[src/rtl/vga_frame_scheduler_if.sv]
// Shared VGA adapter write port: three client pixel streams in,
// one arbitrated adapter stream plus start/grant handshakes out.
interface vga_frame_scheduler_if;
    logic [2:0]  iDone;
    logic [2:0]  iWrite;
    logic [26:0] iX;
    logic [23:0] iY;
    logic [8:0]  iColor;
    logic [2:0]  oStart;
    logic [2:0]  oGrant;
    logic [8:0]  oX;
    logic [7:0]  oY;
    logic [2:0]  oColor;
    logic        oWriteEn;

    modport slave (
        input  iDone, iWrite, iX, iY, iColor,
        output oStart, oGrant, oX, oY, oColor, oWriteEn
    );

    modport master (
        output iDone, iWrite, iX, iY, iColor,
        input  oStart, oGrant, oX, oY, oColor, oWriteEn
    );
endinterface

[src/rtl/vga_frame_scheduler.sv]
// Per-frame scheduler for the VGA write port: runs enabled clients in
// index order after each V_SYNC fall, clips writes, watches for hangs.
module vga_frame_scheduler #(
    parameter int SCREEN_W       = 320,
    parameter int SCREEN_H       = 240,
    parameter int TIMEOUT_CYCLES = 81920
) (
    input  logic                  clk,
    input  logic                  iResetn,
    input  logic                  iVSync,
    input  logic [2:0]            iEnable,
    vga_frame_scheduler_if.slave  bus,
    output logic                  oBusy,
    output logic                  oOverrun,
    output logic                  oTimeout
);

    localparam logic [1:0] S_IDLE   = 2'd0;
    localparam logic [1:0] S_SELECT = 2'd1;
    localparam logic [1:0] S_START  = 2'd2;
    localparam logic [1:0] S_RUN    = 2'd3;

    localparam logic [9:0]  W_LIM  = 10'(SCREEN_W);
    localparam logic [8:0]  H_LIM  = 9'(SCREEN_H);
    localparam logic [16:0] WD_MAX = 17'(TIMEOUT_CYCLES - 1);

    logic [1:0]  state_q, state_d;
    logic [1:0]  idx_q, idx_d;
    logic [2:0]  mask_q, mask_d;
    logic [16:0] wd_q, wd_d;
    logic        vs_q;
    logic [8:0]  x_q, x_d;
    logic [7:0]  y_q, y_d;
    logic [2:0]  c_q, c_d;
    logic        we_q, we_d;
    logic        ovr_q, ovr_d;
    logic        to_q, to_d;

    logic        frame_edge;
    logic [2:0]  gnt;
    logic [8:0]  cx;
    logic [7:0]  cy;
    logic [2:0]  cc;
    logic        cwr;
    logic        cdone;
    logic        found;
    logic [1:0]  nidx;

    assign frame_edge = vs_q & ~iVSync;

    always_comb begin
        gnt = 3'b000;
        cx  = bus.iX[8:0];
        cy  = bus.iY[7:0];
        cc  = bus.iColor[2:0];
        unique case (idx_q)
            2'd0: gnt = 3'b001;
            2'd1: begin
                gnt = 3'b010;
                cx  = bus.iX[17:9];
                cy  = bus.iY[15:8];
                cc  = bus.iColor[5:3];
            end
            2'd2: begin
                gnt = 3'b100;
                cx  = bus.iX[26:18];
                cy  = bus.iY[23:16];
                cc  = bus.iColor[8:6];
            end
            default: gnt = 3'b000;
        endcase
    end

    // Only the granted client's strobes matter; others are masked out.
    assign cwr   = |(bus.iWrite & gnt);
    assign cdone = |(bus.iDone & gnt);

    always_comb begin
        found = 1'b0;
        nidx  = idx_q;
        for (int i = 2; i >= 0; i--) begin
            if (mask_q[i] && (2'(i) >= idx_q)) begin
                found = 1'b1;
                nidx  = 2'(i);
            end
        end
    end

    always_comb begin
        state_d = state_q;
        idx_d   = idx_q;
        mask_d  = mask_q;
        wd_d    = wd_q;
        ovr_d   = ovr_q;
        to_d    = to_q;
        if (frame_edge && (state_q != S_IDLE))
            ovr_d = 1'b1;
        unique case (state_q)
            S_IDLE: begin
                if (frame_edge && (iEnable != 3'b000)) begin
                    mask_d  = iEnable;
                    state_d = S_SELECT;
                end
            end
            S_SELECT: begin
                if (found) begin
                    idx_d   = nidx;
                    state_d = S_START;
                end else begin
                    idx_d   = 2'd0;
                    state_d = S_IDLE;
                end
            end
            S_START: begin
                wd_d    = '0;
                state_d = S_RUN;
            end
            S_RUN: begin
                if (cdone || (wd_q == WD_MAX)) begin
                    if (!cdone)
                        to_d = 1'b1;
                    mask_d  = mask_q & ~gnt;
                    idx_d   = idx_q + 2'd1;
                    state_d = S_SELECT;
                end else begin
                    wd_d = wd_q + 17'd1;
                end
            end
            default: state_d = S_IDLE;
        endcase
    end

    always_comb begin
        x_d  = x_q;
        y_d  = y_q;
        c_d  = c_q;
        we_d = 1'b0;
        if (state_q == S_RUN) begin
            x_d  = cx;
            y_d  = cy;
            c_d  = cc;
            we_d = cwr && ({1'b0, cx} < W_LIM) && ({1'b0, cy} < H_LIM);
        end
    end

    always_ff @(posedge clk or negedge iResetn) begin
        if (!iResetn) begin
            state_q <= S_IDLE;
            idx_q   <= 2'd0;
            mask_q  <= 3'b000;
            wd_q    <= '0;
            vs_q    <= 1'b0;
            x_q     <= '0;
            y_q     <= '0;
            c_q     <= '0;
            we_q    <= 1'b0;
            ovr_q   <= 1'b0;
            to_q    <= 1'b0;
        end else begin
            state_q <= state_d;
            idx_q   <= idx_d;
            mask_q  <= mask_d;
            wd_q    <= wd_d;
            vs_q    <= iVSync;
            x_q     <= x_d;
            y_q     <= y_d;
            c_q     <= c_d;
            we_q    <= we_d;
            ovr_q   <= ovr_d;
            to_q    <= to_d;
        end
    end

    assign bus.oStart   = (state_q == S_START) ? gnt : 3'b000;
    assign bus.oGrant   = ((state_q == S_START) || (state_q == S_RUN))
                          ? gnt : 3'b000;
    assign bus.oX       = x_q;
    assign bus.oY       = y_q;
    assign bus.oColor   = c_q;
    assign bus.oWriteEn = we_q;
    assign oBusy        = (state_q != S_IDLE);
    assign oOverrun     = ovr_q;
    assign oTimeout     = to_q;

endmodule

[src/flat_wrapper.sv]
// flat-port wrapper written by rule: the top's interface ports become plain ports
module vga_frame_scheduler_flat 
#(
    parameter int SCREEN_W       = 320,
    parameter int SCREEN_H       = 240,
    parameter int TIMEOUT_CYCLES = 81920
)
  (clk, iResetn, iVSync, iEnable, oBusy, oOverrun, oTimeout, bus_iDone, bus_iWrite, bus_iX, bus_iY, bus_iColor, bus_oStart, bus_oGrant, bus_oX, bus_oY, bus_oColor, bus_oWriteEn);
  vga_frame_scheduler_if bus_i ();
  input  logic clk;
  input  logic iResetn;
  input  logic iVSync;
  input  logic [2:0] iEnable;
  output logic oBusy;
  output logic oOverrun;
  output logic oTimeout;
  input wire logic [$bits(bus_i.iDone)-1:0] bus_iDone;
  input wire logic [$bits(bus_i.iWrite)-1:0] bus_iWrite;
  input wire logic [$bits(bus_i.iX)-1:0] bus_iX;
  input wire logic [$bits(bus_i.iY)-1:0] bus_iY;
  input wire logic [$bits(bus_i.iColor)-1:0] bus_iColor;
  output wire logic [$bits(bus_i.oStart)-1:0] bus_oStart;
  output wire logic [$bits(bus_i.oGrant)-1:0] bus_oGrant;
  output wire logic [$bits(bus_i.oX)-1:0] bus_oX;
  output wire logic [$bits(bus_i.oY)-1:0] bus_oY;
  output wire logic [$bits(bus_i.oColor)-1:0] bus_oColor;
  output wire logic [$bits(bus_i.oWriteEn)-1:0] bus_oWriteEn;
  assign bus_i.iDone = bus_iDone;
  assign bus_i.iWrite = bus_iWrite;
  assign bus_i.iX = bus_iX;
  assign bus_i.iY = bus_iY;
  assign bus_i.iColor = bus_iColor;
  assign bus_oStart = bus_i.oStart;
  assign bus_oGrant = bus_i.oGrant;
  assign bus_oX = bus_i.oX;
  assign bus_oY = bus_i.oY;
  assign bus_oColor = bus_i.oColor;
  assign bus_oWriteEn = bus_i.oWriteEn;
  vga_frame_scheduler #(.SCREEN_W(SCREEN_W), .SCREEN_H(SCREEN_H), .TIMEOUT_CYCLES(TIMEOUT_CYCLES)) u_core (.clk(clk), .iResetn(iResetn), .iVSync(iVSync), .iEnable(iEnable), .bus(bus_i), .oBusy(oBusy), .oOverrun(oOverrun), .oTimeout(oTimeout));
endmodule
[config.mk]
export PLATFORM = sky130hd
export DESIGN_NAME = vga_frame_scheduler_flat
export DESIGN_NICKNAME = d
export VERILOG_FILES = /design/src/rtl/vga_frame_scheduler_if.sv /design/src/rtl/vga_frame_scheduler.sv /design/src/flat_wrapper.sv
export SDC_FILE = /design/constraint.sdc
export NUM_CORES = 1
export LEC_CHECK = 0
export CORE_MARGIN = 4
export CORE_UTILIZATION = 45
export DETAILED_ROUTE_END_ITERATION = 8
export MAX_ROUTING_LAYER = met4
export PLACE_DENSITY = 0.78
export SLEW_MARGIN = 20
export SYNTH_ARGS = -nofsm -noshare
export SYNTH_HDL_FRONTEND = slang
export SYNTH_SLANG_ARGS = --single-unit
[constraint.sdc]
create_clock -name clk -period 2.5 [get_ports clk]
set_input_delay 0.5 -clock clk [delete_from_list [all_inputs] [get_ports clk]]
set_output_delay 0.5 -clock clk [all_outputs]
set_load 0.02 [all_outputs]
* Word-level counts from Yosys, hierarchy flattened
Index checks and enable logic that the tools add are counted.
Storage, ports and cells: register bits after elaboration 48, bits of input ports 72, output and inout bits 30, logic and storage cells 83
Operators by class: add/sub/neg operators 2, magnitude comparators 5, eq/ne operators 10, muxes and demuxes 25, bitwise logic cells 7, reductions and logical operators 23
Operators by type and width (count):
- 17-bit case mux with 2 select lines | 1
- 9-bit case mux with 2 select lines | 1
- 17-bit by 1-bit adder with 17-bit output, second input constant | 1
- 17-bit == test, second input constant | 1
- 17-bit 2-to-1 mux | 1
- 2-bit 2-to-1 mux | 8
- 8-bit case mux with 2 select lines | 1
- 3-bit 2-to-1 mux | 4
- 3-bit case mux with 2 select lines | 2
- 3-bit bitwise AND | 3
- 9-bit less-than comparator, second input constant | 1
- 3-bit case mux with 3 select lines | 1
- 3-bit AND reduction | 3
- 8-bit less-than comparator, second input constant | 1
- 2-bit case mux with 4 select lines | 1
- 2-bit nonzero test | 4
- 1-bit logical AND | 7
- 2-bit == test, second input constant | 3
- 3-bit OR reduction | 2
- 5-bit != test, second input constant | 1
- 2-bit by 1-bit == test with 1-bit output, second input constant | 2
- 1-bit by 2-bit greater-or-equal comparator with 1-bit output, first input constant | 2
- 2-bit zero test | 2
- 1-bit 2-to-1 mux | 4
- other kinds (11) | 15

* Depth between registers and ports, before layout
word-level depth 7, mapped depth 9, depth with buffers taken out 7

* Worst setup path after synthesis
OpenSTA, ideal clock, no wires.
path type reg-to-output, start point register u_core.idx_q[0], end point output bus_oStart[2], arrival 1570 ps, setup slack 430 ps, stages on the path, launching flop included 6, cells stage by stage dfrtp_1 > inv_1 > ha_1 > clkbuf_1 > clkbuf_1 > and2_1
Between the ends: longest elaborated chain between the ends 3, elaborated cells between the ends (all ways) 5
Ends and longest elaborated chain:
- start: declaration | RTL line vga_frame_scheduler.sv:28 | logic [1:0] idx_q, idx_d;
- start signal: assignment | RTL line vga_frame_scheduler.sv:161 | idx_q <= idx_d;
- 2-bit == test (tied with other cells) | RTL line vga_frame_scheduler.sv:56 | unique case (idx_q)
- 3-bit case mux with 3 select lines * | RTL line vga_frame_scheduler.sv:56
- 3-bit 2-to-1 mux * | RTL line vga_frame_scheduler.sv:174 | assign bus.oStart = (state_q == S_START) ? gnt : 3'b000;
- end: declaration | RTL line flat_wrapper.sv:22 | output wire logic [$bits(bus_i.oStart)-1:0] bus_oStart;
Mark *: on every way between the ends. The rest lies on a longest branch, timed or not.

* Worst setup path in the final report
start point register u_core.idx_q[0], end point register u_core.wd_q[5]
Between the ends: longest elaborated chain between the ends 7, elaborated cells between the ends (all ways) 9
Ends and longest elaborated chain:
- 2-bit == test (tied with other cells) | RTL line vga_frame_scheduler.sv:56
- 3-bit case mux with 3 select lines * | RTL line vga_frame_scheduler.sv:56
- 3-bit bitwise AND * | RTL line vga_frame_scheduler.sv:76 | assign cdone = |(bus.iDone & gnt);
- 3-bit OR reduction * | RTL line vga_frame_scheduler.sv:76
- 1-bit logical OR * | RTL line vga_frame_scheduler.sv:119 | if (cdone || (wd_q == WD_MAX)) begin
- 2-bit != test (no source line) *
- 2-bit AND reduction (no source line) *
- end signal: assignment | RTL line vga_frame_scheduler.sv:163 | wd_q <= wd_d;
- end: declaration | RTL line vga_frame_scheduler.sv:30 | logic [16:0] wd_q, wd_d;
Marked as above. A chain may end at the register's enable or synchronous reset.

==> flow_summary.ini <==
[cts]
clock_latency_ps = 300
htreeDepth = 2
cts_hold_buf = 0
cts_tree = built
numCtsBuffers = 5
cts-root-buf = clkbuf_8
cts.reportedPaths.clkPinSlew_ps = 90
clock-sinks = 48
clock_path_buffers = 2

[worst_setup_path]
crit_path_max_fanout = 15
ff2ff_path_depth = 8
crit_path_start = u_core.idx_q[0]
critPathArrivalTime_ps = 2490
r2r_slack_ps = 240
critPathMaxStageDelay_ps = 490
worstSetupEndpointType = register
r2r-start = u_core.idx_q[0]
worstReg2RegEnd = u_core.wd_q[5]
cp-start-kind = register
worst-setup-path-type = reg2reg
cp.required_ps = 2730
crit_path_top_delay_cell = or4_1
crit_chain = inv_1 -> ha_2 -> nand2_1 -> nand4_1 -> buf_4 -> a31o_4 -> or4_1 -> a21boi_1

[detailed_routing]
drt_first_pass_iters = 5
drc_errors = 0
via_per_inst = 5.54
post_drt_wl_per_cell_um = 16.8
num_vias = 2604
drt_iter0_markers = 180
ant_nets = 0
drt-total-wl_um = 7910

[timing]
max_freq_ghz = 0.442
slew-limit-headroom_pct = 60.4
timing.final.crit_share_pct = 90.5
whs_ps = 195
hold_violations = 0
drv_slew = 0
rsz0062_at_grt = no
worst_pin_slew_ps = 594
fin_crit_ps = 2260
setup_viol = 0
final.setup.tns_ps = 0
fin_skew_ps = 8.17

[floorplanning]
fp.dieW_um = 86.5
io_pins = 102
start_util_pct = 46.5
fp.dieH_um = 86.5
num_rows = 28
core_area_um2 = 5960
dieArea_um2 = 7480

[layout]
multi_input_area_um2 = 1480
num-fill-cells = 505
drive_above_1_share_pct = 8.10
antenna_cells = 0
final_util_pct = 67.1
area_delta_synth_final_pct = 44.3
seq_area_um2 = 1200
nNetsFinal = 477
fin_cells = 470
fin_area_um2 = 4000

[outcome]
status = completed

[logic_synthesis]
synth_edf_count = 0
synth_area_um2 = 2770
postSynthCellCount = 294
syn_area_per_cell_um2 = 9.43
yosysTopAreaCellShare_pct = 43.3
yosysUniqueCellTypes = 54
synth_seq_cells = 48
syn-num-nets = 376
seq_area_frac_synth_pct = 43.3
synth_area_leaders = dfrtp_1 (43%), a22oi_1 (5.4%), nand2_1 (4.9%)
async_reset_ff_share_pct = 100
yosysTopAreaCell = dfrtp_1
yosysWarnings = 0
ys.flop_type = dfrtp_1

[power_and_ir_drop]
p_per_area_nw_per_um2 = 367
power.leakage_nw = 1.77
ir_drop_uv = 282

[hold_path]
hold_path.class = in2async

[placement]
gp_congestion = 0.857
place_hpwl_um = 6240
dp_cells = 463
portBuffers = 101
place_area_um2 = 3880

[global_route]
grt-ovfl-total = 0
grt_pass1_vias = 2647
grt_max_degree = 34
antenna_found_initial = 0
grt_use_total_pct = 23.0
grt_pass1_wl_um = 13200

[job]
cap_violations = 0
layer usage:
layer,up-vias,GRT usage (%),wire [um]
met3,4,4.56,340
met2,57,37.7,4000
met4,0,5.10,71
li1,1284,-,-
met1,1259,29.7,3490
met5,-,-,0
cell families after synthesis:
family | count (synthesis) | synth area share, %
AND/OR/NAND/NOR | 100 | 18.1
multiplexers | 11 | 4.15
buffers and inverters | 28 | 4.38
adder cells (fa/ha/maj) | 10 | 4.51
AO/OA/AOI/OAI | 94 | 24.5
XOR/XNOR | 3 | 0.948
flip-flops | 48 | 43.3
placed cells by master (no fill, tap or decap), types with 9 or more instances in the layout:
master,count
nand2_1,36
inv_1,9
nand3_1,9
clkdlybuf4s50_1,94
buf_4,10
o21ai_0,17
nor2_1,22
a211oi_1,10
a22oi_1,20
a21o_1,10
dfrtp_1,48
through the flow:
stage                     total power [mW]  setup WS [ps]
after floorplan                      0.869            430
after global placement                1.04            243
after detailed placement              1.04            187
after CTS                             1.49          -8.17
after global routing                  1.53            106
final                                 1.47            238
report_power, final:
| group | internal [mW] | switching, mW | total [mW] |
|---|---|---|---|
| Combinational | 0.143 | 0.0764 | 0.220 |
| Clock | 0.191 | 0.253 | 0.444 |
| Sequential | 0.795 | 0.0110 | 0.806 |
what timing repair did:
item | CTS | global route
setup buffers | 0 | 0
setup endpoints to repair | 5 | 4
pin swaps | 0 | 0
gates resized for setup | 5 | 6
cell type report:
class                   count  share of cell area, %
multi-input cells         218                   36.9
flip-flops and latches     48                   30.0
repair buffers            112                   27.8
well taps                  75                   2.35
clock buffers               6                   1.81
inverters                  10                  0.939
clock inverters             1                  0.125
registers in the layout, summed over array words and instances (netlist names):
name and count:
u_core.mask_q 3, u_core.idx_q 2, u_core.oTimeout 1, u_core.bus.oColor 3, u_core.vs_q 1, u_core.state_q 2, u_core.wd_q 17, u_core.bus.oX 9
u_core.oOverrun 1, u_core.bus.oY 8, u_core.bus.oWriteEn 1
synth_stat cells (all sizes together), types with 3 or more instances:
master  number
a211o        3
a211oi      10
a21o        10
a21oi        7
a22o         5
a22oi       20
a31oi        4
and2         4
and3         6
buf          6
clkbuf      12
dfrtp       48
ha          10
inv         10
mux2         4
mux2i        7
nand2       36
nand2b       4
nand3        9
nand4        4
nor2        22
nor3         3
o21ai       17
o31ai        3
worst max-delay path: cells and delay by family (launching register included):
family | cells | cell delay (ps)
AOI/OAI and AO/OA | 2 | 420
adders and majority gates | 1 | 260
buffers and inverters | 2 | 340
DFF | 1 | 470
and+or+nand+nor | 3 | 710
worst max-delay path by stage:
stage / depth (start not counted) / slack, ps / endpoint
2_1_floorplan: 5 / 430 / bus_oStart[2]
3_3_place_gp: 7 / 240 / u_core.wd_q[5]
3_5_place_dp: 7 / 190 / u_core.wd_q[5]
4_1_cts: 5 / -8 / bus_oGrant[0]
5_1_grt: 8 / 110 / u_core.wd_q[5]
6_report: 8 / 240 / u_core.wd_q[5]
Note: power is estimated with default switching activity, not from simulation.
